File: src/rtl/bin_to_bcd_seq.sv
// Sequential double-dabble binary-to-BCD converter, one shift/adjust step per clock.
// Converts WIDTH bits in WIDTH+2 cycles (accept, WIDTH steps, load); values above 9999 set overflow.
module bin_to_bcd_seq #(
  parameter int WIDTH = 16
) (
  input  logic             clk,
  input  logic             reset,
  input  logic             start,
  input  logic [WIDTH-1:0] bin_in,
  output logic             busy,
  output logic             done,
  output logic             overflow,
  output logic [3:0]       hex_out_0,
  output logic [3:0]       hex_out_1,
  output logic [3:0]       hex_out_2,
  output logic [3:0]       hex_out_3
);

  localparam int CNT_W = $clog2(WIDTH + 1);

  localparam logic [1:0] ST_IDLE = 2'd0;
  localparam logic [1:0] ST_CONV = 2'd1;
  localparam logic [1:0] ST_DONE = 2'd2;

  logic [1:0]       state;
  logic [WIDTH-1:0] shift;
  logic [15:0]      bcd;
  logic [15:0]      bcd_adj;
  logic             ovf_work;
  logic [CNT_W-1:0] cnt;

  // Add-3 on every digit >= 5, applied before the shift in the same step.
  always_comb begin
    bcd_adj = bcd;
    for (int i = 0; i < 4; i++) begin
      if (bcd[4*i +: 4] >= 4'd5) begin
        bcd_adj[4*i +: 4] = bcd[4*i +: 4] + 4'd3;
      end
    end
  end

  assign busy = (state != ST_IDLE);

  always_ff @(posedge clk or posedge reset) begin
    if (reset) begin
      state     <= ST_IDLE;
      shift     <= '0;
      bcd       <= '0;
      ovf_work  <= 1'b0;
      cnt       <= '0;
      done      <= 1'b0;
      overflow  <= 1'b0;
      hex_out_0 <= 4'd0;
      hex_out_1 <= 4'd0;
      hex_out_2 <= 4'd0;
      hex_out_3 <= 4'd0;
    end else begin
      done <= 1'b0;
      case (state)
        ST_IDLE: begin
          if (start) begin
            shift    <= bin_in;
            bcd      <= '0;
            ovf_work <= 1'b0;
            cnt      <= CNT_W'(WIDTH);
            state    <= ST_CONV;
          end
        end
        ST_CONV: begin
          // The bit pushed out of the thousands digit would start a fifth digit,
          // so any such bit means the value is at least 10000.
          bcd      <= {bcd_adj[14:0], shift[WIDTH-1]};
          shift    <= {shift[WIDTH-2:0], 1'b0};
          ovf_work <= ovf_work | bcd_adj[15];
          cnt      <= cnt - CNT_W'(1);
          if (cnt == CNT_W'(1)) begin
            state <= ST_DONE;
          end
        end
        ST_DONE: begin
          hex_out_0 <= bcd[3:0];
          hex_out_1 <= bcd[7:4];
          hex_out_2 <= bcd[11:8];
          hex_out_3 <= bcd[15:12];
          overflow  <= ovf_work;
          done      <= 1'b1;
          state     <= ST_IDLE;
        end
        default: state <= ST_IDLE;
      endcase
    end
  end

endmodule
File: config.mk
export PLATFORM = sky130hd
export DESIGN_NAME = bin_to_bcd_seq
export DESIGN_NICKNAME = d
export VERILOG_FILES = /design/src/rtl/bin_to_bcd_seq.sv
export SDC_FILE = /design/constraint.sdc
export NUM_CORES = 1
export LEC_CHECK = 0
export ABC_AREA = 1
export BUFFER_PORTS_ARGS = -buffer_cell sky130_fd_sc_hd__clkbuf_2
export CAP_MARGIN = 25
export CORE_MARGIN = 2
export CORE_UTILIZATION = 25
export CTS_CLUSTER_SIZE = 25
export DETAILED_ROUTE_END_ITERATION = 16
export HOLD_SLACK_MARGIN = 0.15
export PLACE_DENSITY = 0.38
export SLEW_MARGIN = 10
export SYNTH_ARGS = -nofsm -noshare
export SYNTH_HDL_FRONTEND = slang
export SYNTH_SLANG_ARGS = --single-unit
File: constraint.sdc
create_clock -name clk -period 2.9 [get_ports clk]
set_clock_uncertainty 0.2 [all_clocks]
set_input_delay 0.58 -clock clk [delete_from_list [all_inputs] [get_ports clk]]
set_output_delay 0.58 -clock clk [all_outputs]
set_load 0.02 [all_outputs]
-- Word-level counts from Yosys, hierarchy flattened
Cells that the tools add are included.
Widths: inputs -> output; s select.
- flip-flop bits (word level): 58
- input port bits: 19
- add/sub/neg operators: 5
- equality and inequality tests: 5
- bitwise operators: 1
- muxes and demuxes: 16
- reduce and logical (&&, ||, !) cells: 5
- magnitude comparators: 4
- operator list (cell ; number):
    $pmux 16 s2 ; 2
    $mux 16 ; 2
    $add 4x2->4 const B ; 4
    $ge 4x3->1 const B ; 4
    $mux 4 ; 4
    $pmux 5 s2 ; 1
    $eq 5x1->1 const B ; 1
    $mux 5 ; 1
    $sub 5x1->5 const B ; 1
    $mux 2 ; 2
    $ne 2x2->1 const B ; 2
    $pmux 2 s2 ; 1
    $reduce_and 2->1 ; 2
    $reduce_bool 2->1 ; 2
    $eq 2x1->1 const B ; 1
    $eq 2x2->1 const B ; 1
    $logic_not 2->1 ; 1
    $mux 1 ; 2
    $pmux 1 s2 ; 1
    $or 1x1->1 ; 1

-- Longest topological paths before layout
Gate-level depths: netlist of run 1.
- depth after elaboration: 4
- mapped depth: 8

-- Worst setup path after synthesis of run 1
No wires, ideal clock.
- kind: in2reg
- start point: input start
- end point: register shift[15]
- data required time: 2.576 ns
- arrival time: 1.101 ns
- path buffers: 1
- path slack: 1.475 ns
- stages on the path: 6
- path through: nand2_1 > nand2_2 > inv_2 > buf_4 > nand2_1 > nand3_1
- longest elaborated chain between the ends: 2
- ends and longest elaborated chain (what ; RTL line ; text):
    start: declaration ; 8 ; input logic start,
    $ne 2x2->1 (no line) ; -- ;
    $reduce_and 2->1 (no line) ; -- ;
    end signal: assignment ; 62 ; shift <= bin_in;
    end signal: assignment ; 73 ; shift <= {shift[WIDTH-2:0], 1'b0};
    end: declaration ; 26 ; logic [WIDTH-1:0] shift;
Every way passes these cells.
A chain may end at the register's enable or synchronous reset.

-- Worst setup path after layout of run 1
- start point: register state[0]
- end point: output busy
- longest elaborated chain between the ends: 1
- ends and longest elaborated chain (what ; RTL line ; text):
    start: declaration ; 25 ; logic [1:0] state;
    start signal: assignment ; 46 ; state <= ST_IDLE;
    start signal: assignment ; 66 ; state <= ST_CONV;
    start signal: assignment ; 77 ; state <= ST_DONE;
    $reduce_bool 2->1 ; 42 ; assign busy = (state != ST_IDLE);
    end: declaration ; 10 ; output logic busy,
Every way passes these cells.

==> results of run 1 <==
[critical path, stage by stage, from the launching register on]
cell      delay [ns]
dfrtp_1         0.45
nor2_1          0.12
inv_1           0.04
clkbuf_2        0.14
[state kept, by name, summed over array words and instances, names as in the netlist]
name and count:
hex_out_3 4, shift 16, done 1, hex_out_0 4, state 2, bcd 16
hex_out_2 4, hex_out_1 4, ovf_work 1, cnt 5, overflow 1
[cell usage in the layout (no fill, tap or decap), drive strengths merged]
cell	n
ha	10
dfrtp	58
nand3b	1
o22ai	1
buf	3
inv	34
o21ai	59
clkbuf	49
o21bai	2
nand3	25
nand2	105
nor3	1
nand4	9
nor4	1
dlygate4sd3	1
nor2	24
[cells by family after synthesis]
family	after synthesis	synth area share (%)
buffers and inverters	45	6.89
AND/OR/NAND/NOR	166	24.9
adder cells (fa/ha/maj)	10	4.51
flip-flops	58	52.3
AO/OA/AOI/OAI	62	11.4
[worst paths after layout]
check / start / to / slack [ns] / depth (start not counted)
worst max-delay path: state[0] / busy / 1.04 / 3
worst min register to register: shift[0] / shift[0] / 0.27 / 2
worst min-delay path: bin_in[0] / shift[0] / 0.24 / 3
max in group asynchronous: reset / ovf_work / 1.25 / 4
min in group asynchronous: reset / bcd[10] / 0.66 / 3
worst max register to register: state[0] / shift[3] / 1.21 / 5
[metrics by stage]
step,cell area [µm²],std cells,hold WS (ns),total power [mW],util [%]
2_1_floorplan,2780,341,0.233,2.71,-
3_3_place_gp,3110,510,0.254,3.17,28.7
3_5_place_dp,3110,510,0.260,3.16,28.7
4_1_cts,3280,523,0.231,3.84,30.3
5_1_grt,3280,523,0.242,4.22,30.3
6_report,3280,523,0.244,3.77,30.3
[where the power goes]
part           internal (mW)  leakage, nW  total, mW  switching (mW)
Combinational          0.581        0.867       1.70            1.12
Sequential              1.18        0.708       1.41           0.228
Clock                  0.361       0.0863      0.659           0.298
[what timing repair did]
item / 4_1_cts / 5_1_grt
hold endpoints to repair: 26 / 0
hold buffers: 1 / 0
gates resized for setup: 0 / 0
[layout make-up]
cell class,count,area share [%]
clock buffers,12,5.03
inverters,34,3.89
multi-input cells,238,34.5
flip-flops and latches,58,44.2
well taps,140,5.34
repair buffers,41,7.01
[routing by layer]
| metal | GRT usage [%] | vias up | routed length (µm) |
|---|---|---|---|
| met4 | 4.61 | 0 | 104 |
| met1 | 15.0 | 1092 | 3170 |
| met3 | 3.50 | 11 | 280 |
| met5 | 0 | - | 0 |
| met2 | 19.8 | 42 | 2830 |
| li1 | - | 1188 | - |
==> impl_results.md, run 1 <==
* Final hold violations at 0
* Final period utilization at 64.3%
* Die H at 109 µm
* Count leader, synth: nand2_1
* Drt wl/cell at 12.2 µm
* Slew of the pin with the lowest slew margin at 0.616 ns
* Postcts setup bufs at 0
* Largest net degree at the start of global routing at 35
* Post-synth EDFFs at 0
* Mapped Area at 0.00278 mm²
* Starting density of the core at 25.6%
* Router iterations before antenna repair at 4
* Yosys warns at 0
* ANT cells at 0
* First-pass GRT wire length at 11,100 µm
* RSZ-0062 raised after global routing: no
* Nets at 411
* Dominant synthesized flop cell: dfrtp_1
* Setup TNS at 0 ns
* Tightest Hold Check Type: in2reg
* Detail Route Antenna Nets at 0
* Asr flop ratio synth at 100%
* Area occupied by multi-input gates at 0.00113 mm²
* Status: finished clean
* Critical path class: reg2out
* GRT Overall Usage at 12.1%
* Routed vias at 2,333
* DPL Wire Length at 4310 µm
* Syn Nets at 370
* Fillcell total at 1,194
* Grt ovf at 0
* Vias in the first global route at 2,372
* Core ar. at 0.0108 mm²
* Mean Syn Cell Area at 8.14 µm²
* Post-Syn Instances at 341
* Sequential fraction of the synthesis area at 52.3%
* Die ar. at 0.0120 mm²
* Max-Cap Viols at 0
* Deepest clock path buffer count at 2
* CP startpoint kind: flip-flop
* Ports at 38
* Dpl ws at 1.05 ns
* GP Congestion at 0.742
* Vias per std cell at 4.46
* Post-synth top cells: nand2_1, dfrtp_1, o21ai_0
* Max Slew Vio Count at 0
* Max-slew headroom at 58.9%
* Share of layout cells above drive strength 1 at 15.1%
* CTS tree: done
* Root buffer cell: clkbuf_8
* Register bit count reported by yosys at 58
* Count of different cell masters after synthesis at 21
* Endpoint type of the worst setup path: primary output
* Max VDD drop at 0.296 mV
* Final Critical Period at 1.86 ns
* Die W at 109 µm
* Register Area at 0.00145 mm²
* Total Routed Length at 6380 µm
* Max Fclk at 0.537 GHz
* Clk_lat worst skew at 0.34 ns
* Reg clk slew, reported paths at 0.06 ns
* CP arrival at 1.08 ns
* DRC at 0
* Initial antenna violation count at 0
* PwrDens at 1150 mW/mm²
* CTS buffer count at 9
* Top-area cell type share of the netlist area at 52.3%
* Top cells by area, synth: dfrtp_1, nand2_1, o21ai_0
* DR iter-0 viols at 134
* Setup violators final at 0
* Fin worst setup slack at 1.04 ns
* H-tree depth at 3
* CTS Sinks at 58
* Worst Path Max Fanout at 6
* LEAKAGE at 1.66 nW
* # rows at 38
* Layout area overhead at 18.3%
* Cell taking the most area after synthesis: dfrtp_1
* CP required at 2.12 ns
* Port Buffers at 37
Power figures use the tool's default switching activity.
==> run 2: changes to the inputs <==
- ABC_AREA: 1 -> 0
- PLACE_DENSITY: 0.38 -> 0.4
- clock period: 2.9 -> 1.7 ns (I/O delays scaled with it)
==> run 2 against run 1 <==
Die area fell by 0.35%. Utilization up 2.5 points. Final area rose by 8.4%. Combinational power up 68%. Register-to-register slack got worse by 1.2 ns. Non-clock buffer count grew 26. First-iteration DRC count fell by 46%. Clock-buffer cell count fell by 1. Worst hold slack worse by 0.016 ns. Largest power group unchanged.
==> impl_results.md, run 2 <==
* Cell taking the most area after synthesis: dfrtp_1
* Largest family of logic cells by synthesized area: compound AO/OA/AOI/OAI gates
* Deepest clock path buffer count at 2 (unchanged)
* H-tree depth at 3 (unchanged)
* Die ar. at 0.0119 mm² (-0.35%)
* CP required at 1.16 ns (-0.96 ns)
* Register bit count reported by yosys at 58 (unchanged)
* Sequential fraction of the synthesis area at 52.5% (+0.19 points)
* Layout area overhead at 28.6%
* Commonest non-fill, non-tap cell in the layout: dfrtp_1
* Commonest cells after routing, fill and taps aside: dfrtp_1, clkbuf_2, o21ai_0, nand2_1, buf_4
* Synth Area in Adders at 4.52% (+0.016 points)
* CP arrival at 1.14 ns (+0.06 ns)
* Port Buffers at 37 (unchanged)
* Mux contribution to synthesized area at 5.11% (+5.1 points)
* Max-slew headroom at 67.5% (+8.6 points)
* Post-synth top cells: dfrtp_1, o21ai_0, nand2_1
* CTS tree: done
* Reg clk slew, reported paths at 0.07 ns (about the same)
* RSZ-0062 raised after global routing: yes
* Die H at 109 µm (-0.17%)
* CTS Sinks at 58 (unchanged)
* Final hold violations at 0 (unchanged)
* Routed vias at 2,035 (-13%)
* Setup violators final at 0 (unchanged)
* PwrDens at 1850 mW/mm² (+61%)
* Detail Route Antenna Nets at 0 (unchanged)
* First-pass GRT wire length at 10,300 µm (-7.1%)
* GP Congestion at 0.686 (-7.5%)
* Simple-gate portion of the synthesized area at 12.3% (-13 points)
* Status: finished clean
* Yosys warns at 0 (unchanged)
* Max-Cap Viols at 0 (unchanged)
* Worst reg2reg startpoint: state[0]
* Mean Syn Cell Area at 10.8 µm² (+33%)
* Clk_lat worst skew at 0.33 ns (about the same)
* Critical path class: reg2out
* CTS buffer count at 9 (unchanged)
* Core ar. at 0.0108 mm² (unchanged)
* Endpoint type of the worst setup path: primary output
* Root buffer cell: clkbuf_8
* Compound-Gate Fraction of Synth Area at 17.3% (+5.9 points)
* Final period utilization at 99.0%
* Syn Nets at 284 (-23%)
* Initial antenna violation count at 0 (unchanged)
* Hold path startpoint: bin_in[3]
* Total Routed Length at 6170 µm (-3.3%)
* Max Slew Vio Count at 0 (unchanged)
* Setup TNS at 0 ns (unchanged)
* Fillcell total at 1,152 (-3.5%)
* LEAKAGE at 1.75 nW (+5.0%)
* Asr flop ratio synth at 100% (unchanged)
* DPL Wire Length at 3970 µm (-7.9%)
* DR iter-0 viols at 73 (-46%)
* Final Critical Period at 1.68 ns
* Nets at 345 (-16%)
* Count leader, synth: dfrtp_1
* Dominant synthesized flop cell: dfrtp_1
* Top Registers: bcd (16), shift (16), cnt (5)
* Count of different cell masters after synthesis at 35 (+67%)
* Mapped Area at 0.00277 mm² (-0.36%)
* Slew of the pin with the lowest slew margin at 0.486 ns (-0.130 ns)
* DRC at 0 (unchanged)
* Share of layout cells above drive strength 1 at 33.0% (+18 points)
* Post-synth EDFFs at 0 (unchanged)
* Largest net degree at the start of global routing at 59 (+69%)
* ANT cells at 0 (unchanged)
* Grt ovf at 0 (unchanged)
* Vias in the first global route at 2,082 (-12%)
* Top-area cell type share of the netlist area at 52.5% (+0.19 points)
* Starting density of the core at 25.5% (-0.092 points)
* Post-Syn Instances at 255 (-25%)
* Top cells by area, synth: dfrtp_1, o21ai_0, and3b_1
* CP startpoint: state[1]
* Drt wl/cell at 13.4 µm (+9.7%)
* Die W at 109 µm (-0.17%)
* Max Fclk at 0.594 GHz
* CP startpoint kind: flip-flop
* Tightest Hold Check Type: in2reg
* # rows at 38 (unchanged)
* Ports at 38 (unchanged)
* Vias per std cell at 4.41 (-1.0%)
* GRT Overall Usage at 11.2% (-0.86 points)
* Max VDD drop at 0.615 mV (+110%)
* Xor/xnor share of the synthesized area at 2.53% (+2.5 points)
* Final Util at 32.8% (+2.5 points)
* Router iterations before antenna repair at 4 (unchanged)
* Worst Path Max Fanout at 6 (unchanged)
==> run 2: logic make-up after synthesis <==
family,count (synthesis)
mux,13
xor+xnor,8
fa+ha+maj,10
flops,58
buf+inv,31
compound gates,77
simple gates,58
==> run 2: per-layer routing <==
layer  vias up  track usage (%)  part of all wire, %
met4         0             3.80                 0.68
met2        42             16.1                   43
li1       1017                -                    -
met3         4             3.29                  4.9
met5         -                0                    0
met1       972             16.0                   51
==> run 2: final cells by class <==
type	count	area (µm²)	area share (%)
flip-flops and latches	58	1450	40.8
multi-input cells	166	1200	33.8
clock inverters	5	77.6	2.18
clock buffers	11	141	3.97
well taps	140	175	4.92
repair buffers	67	455	12.8
inverters	14	56.3	1.58
==> run 2: report_power, final <==
group / internal [mW] / switching, mW
Sequential: 1.92 / 0.401
Combinational: 1.38 / 1.48
Clock: 0.861 / 0.558
==> run 2: what timing repair did <==
item                                    in CTS  in global routing
cloned                                       0                  1
resized for setup                            6                 14
pin swaps                                    0                  3
hold buffers                                 2                  0
buffers inserted                             1                  7
endpoints found under the setup margin       5                  8
hold endpoints to repair                    59                  0
==> run 2: per-stage QoR <==
step | hold WS [ns] | total power, mW | worst slack (ns) | std cells | area, µm²
4_1_cts | 0.204 | 6.45 | -0.0577 | 453 | 3460
6_report | 0.228 | 6.59 | 0.0166 | 461 | 3560
3_5_place_dp | 0.244 | 4.93 | -0.0450 | 434 | 3190
3_3_place_gp | 0.241 | 4.89 | -0.0224 | 434 | 3190
5_1_grt | 0.224 | 7.13 | -0.0358 | 461 | 3560
2_1_floorplan | 0.233 | 4.18 | 0.114 | 255 | 2770
==> run 2: worst paths after layout <==
check | to | slack (ns) | cells after the start
setup / recovery | busy | 0.02 | 4
hold / removal | shift[3] | 0.23 | 4
setup reg to reg | cnt[2] | 0.06 | 6
hold reg to reg | hex_out_3[0] | 0.28 | 2
max in group asynchronous | bcd[2] | 0.61 | 4
min in group asynchronous | shift[12] | 0.42 | 4
==> run 2: critical path: stages (launching register included) <==
cell and delay [ns]:
dfrtp_1 0.41, buf_6 0.15, nor2_4 0.11, inv_2 0.04, buf_6 0.12
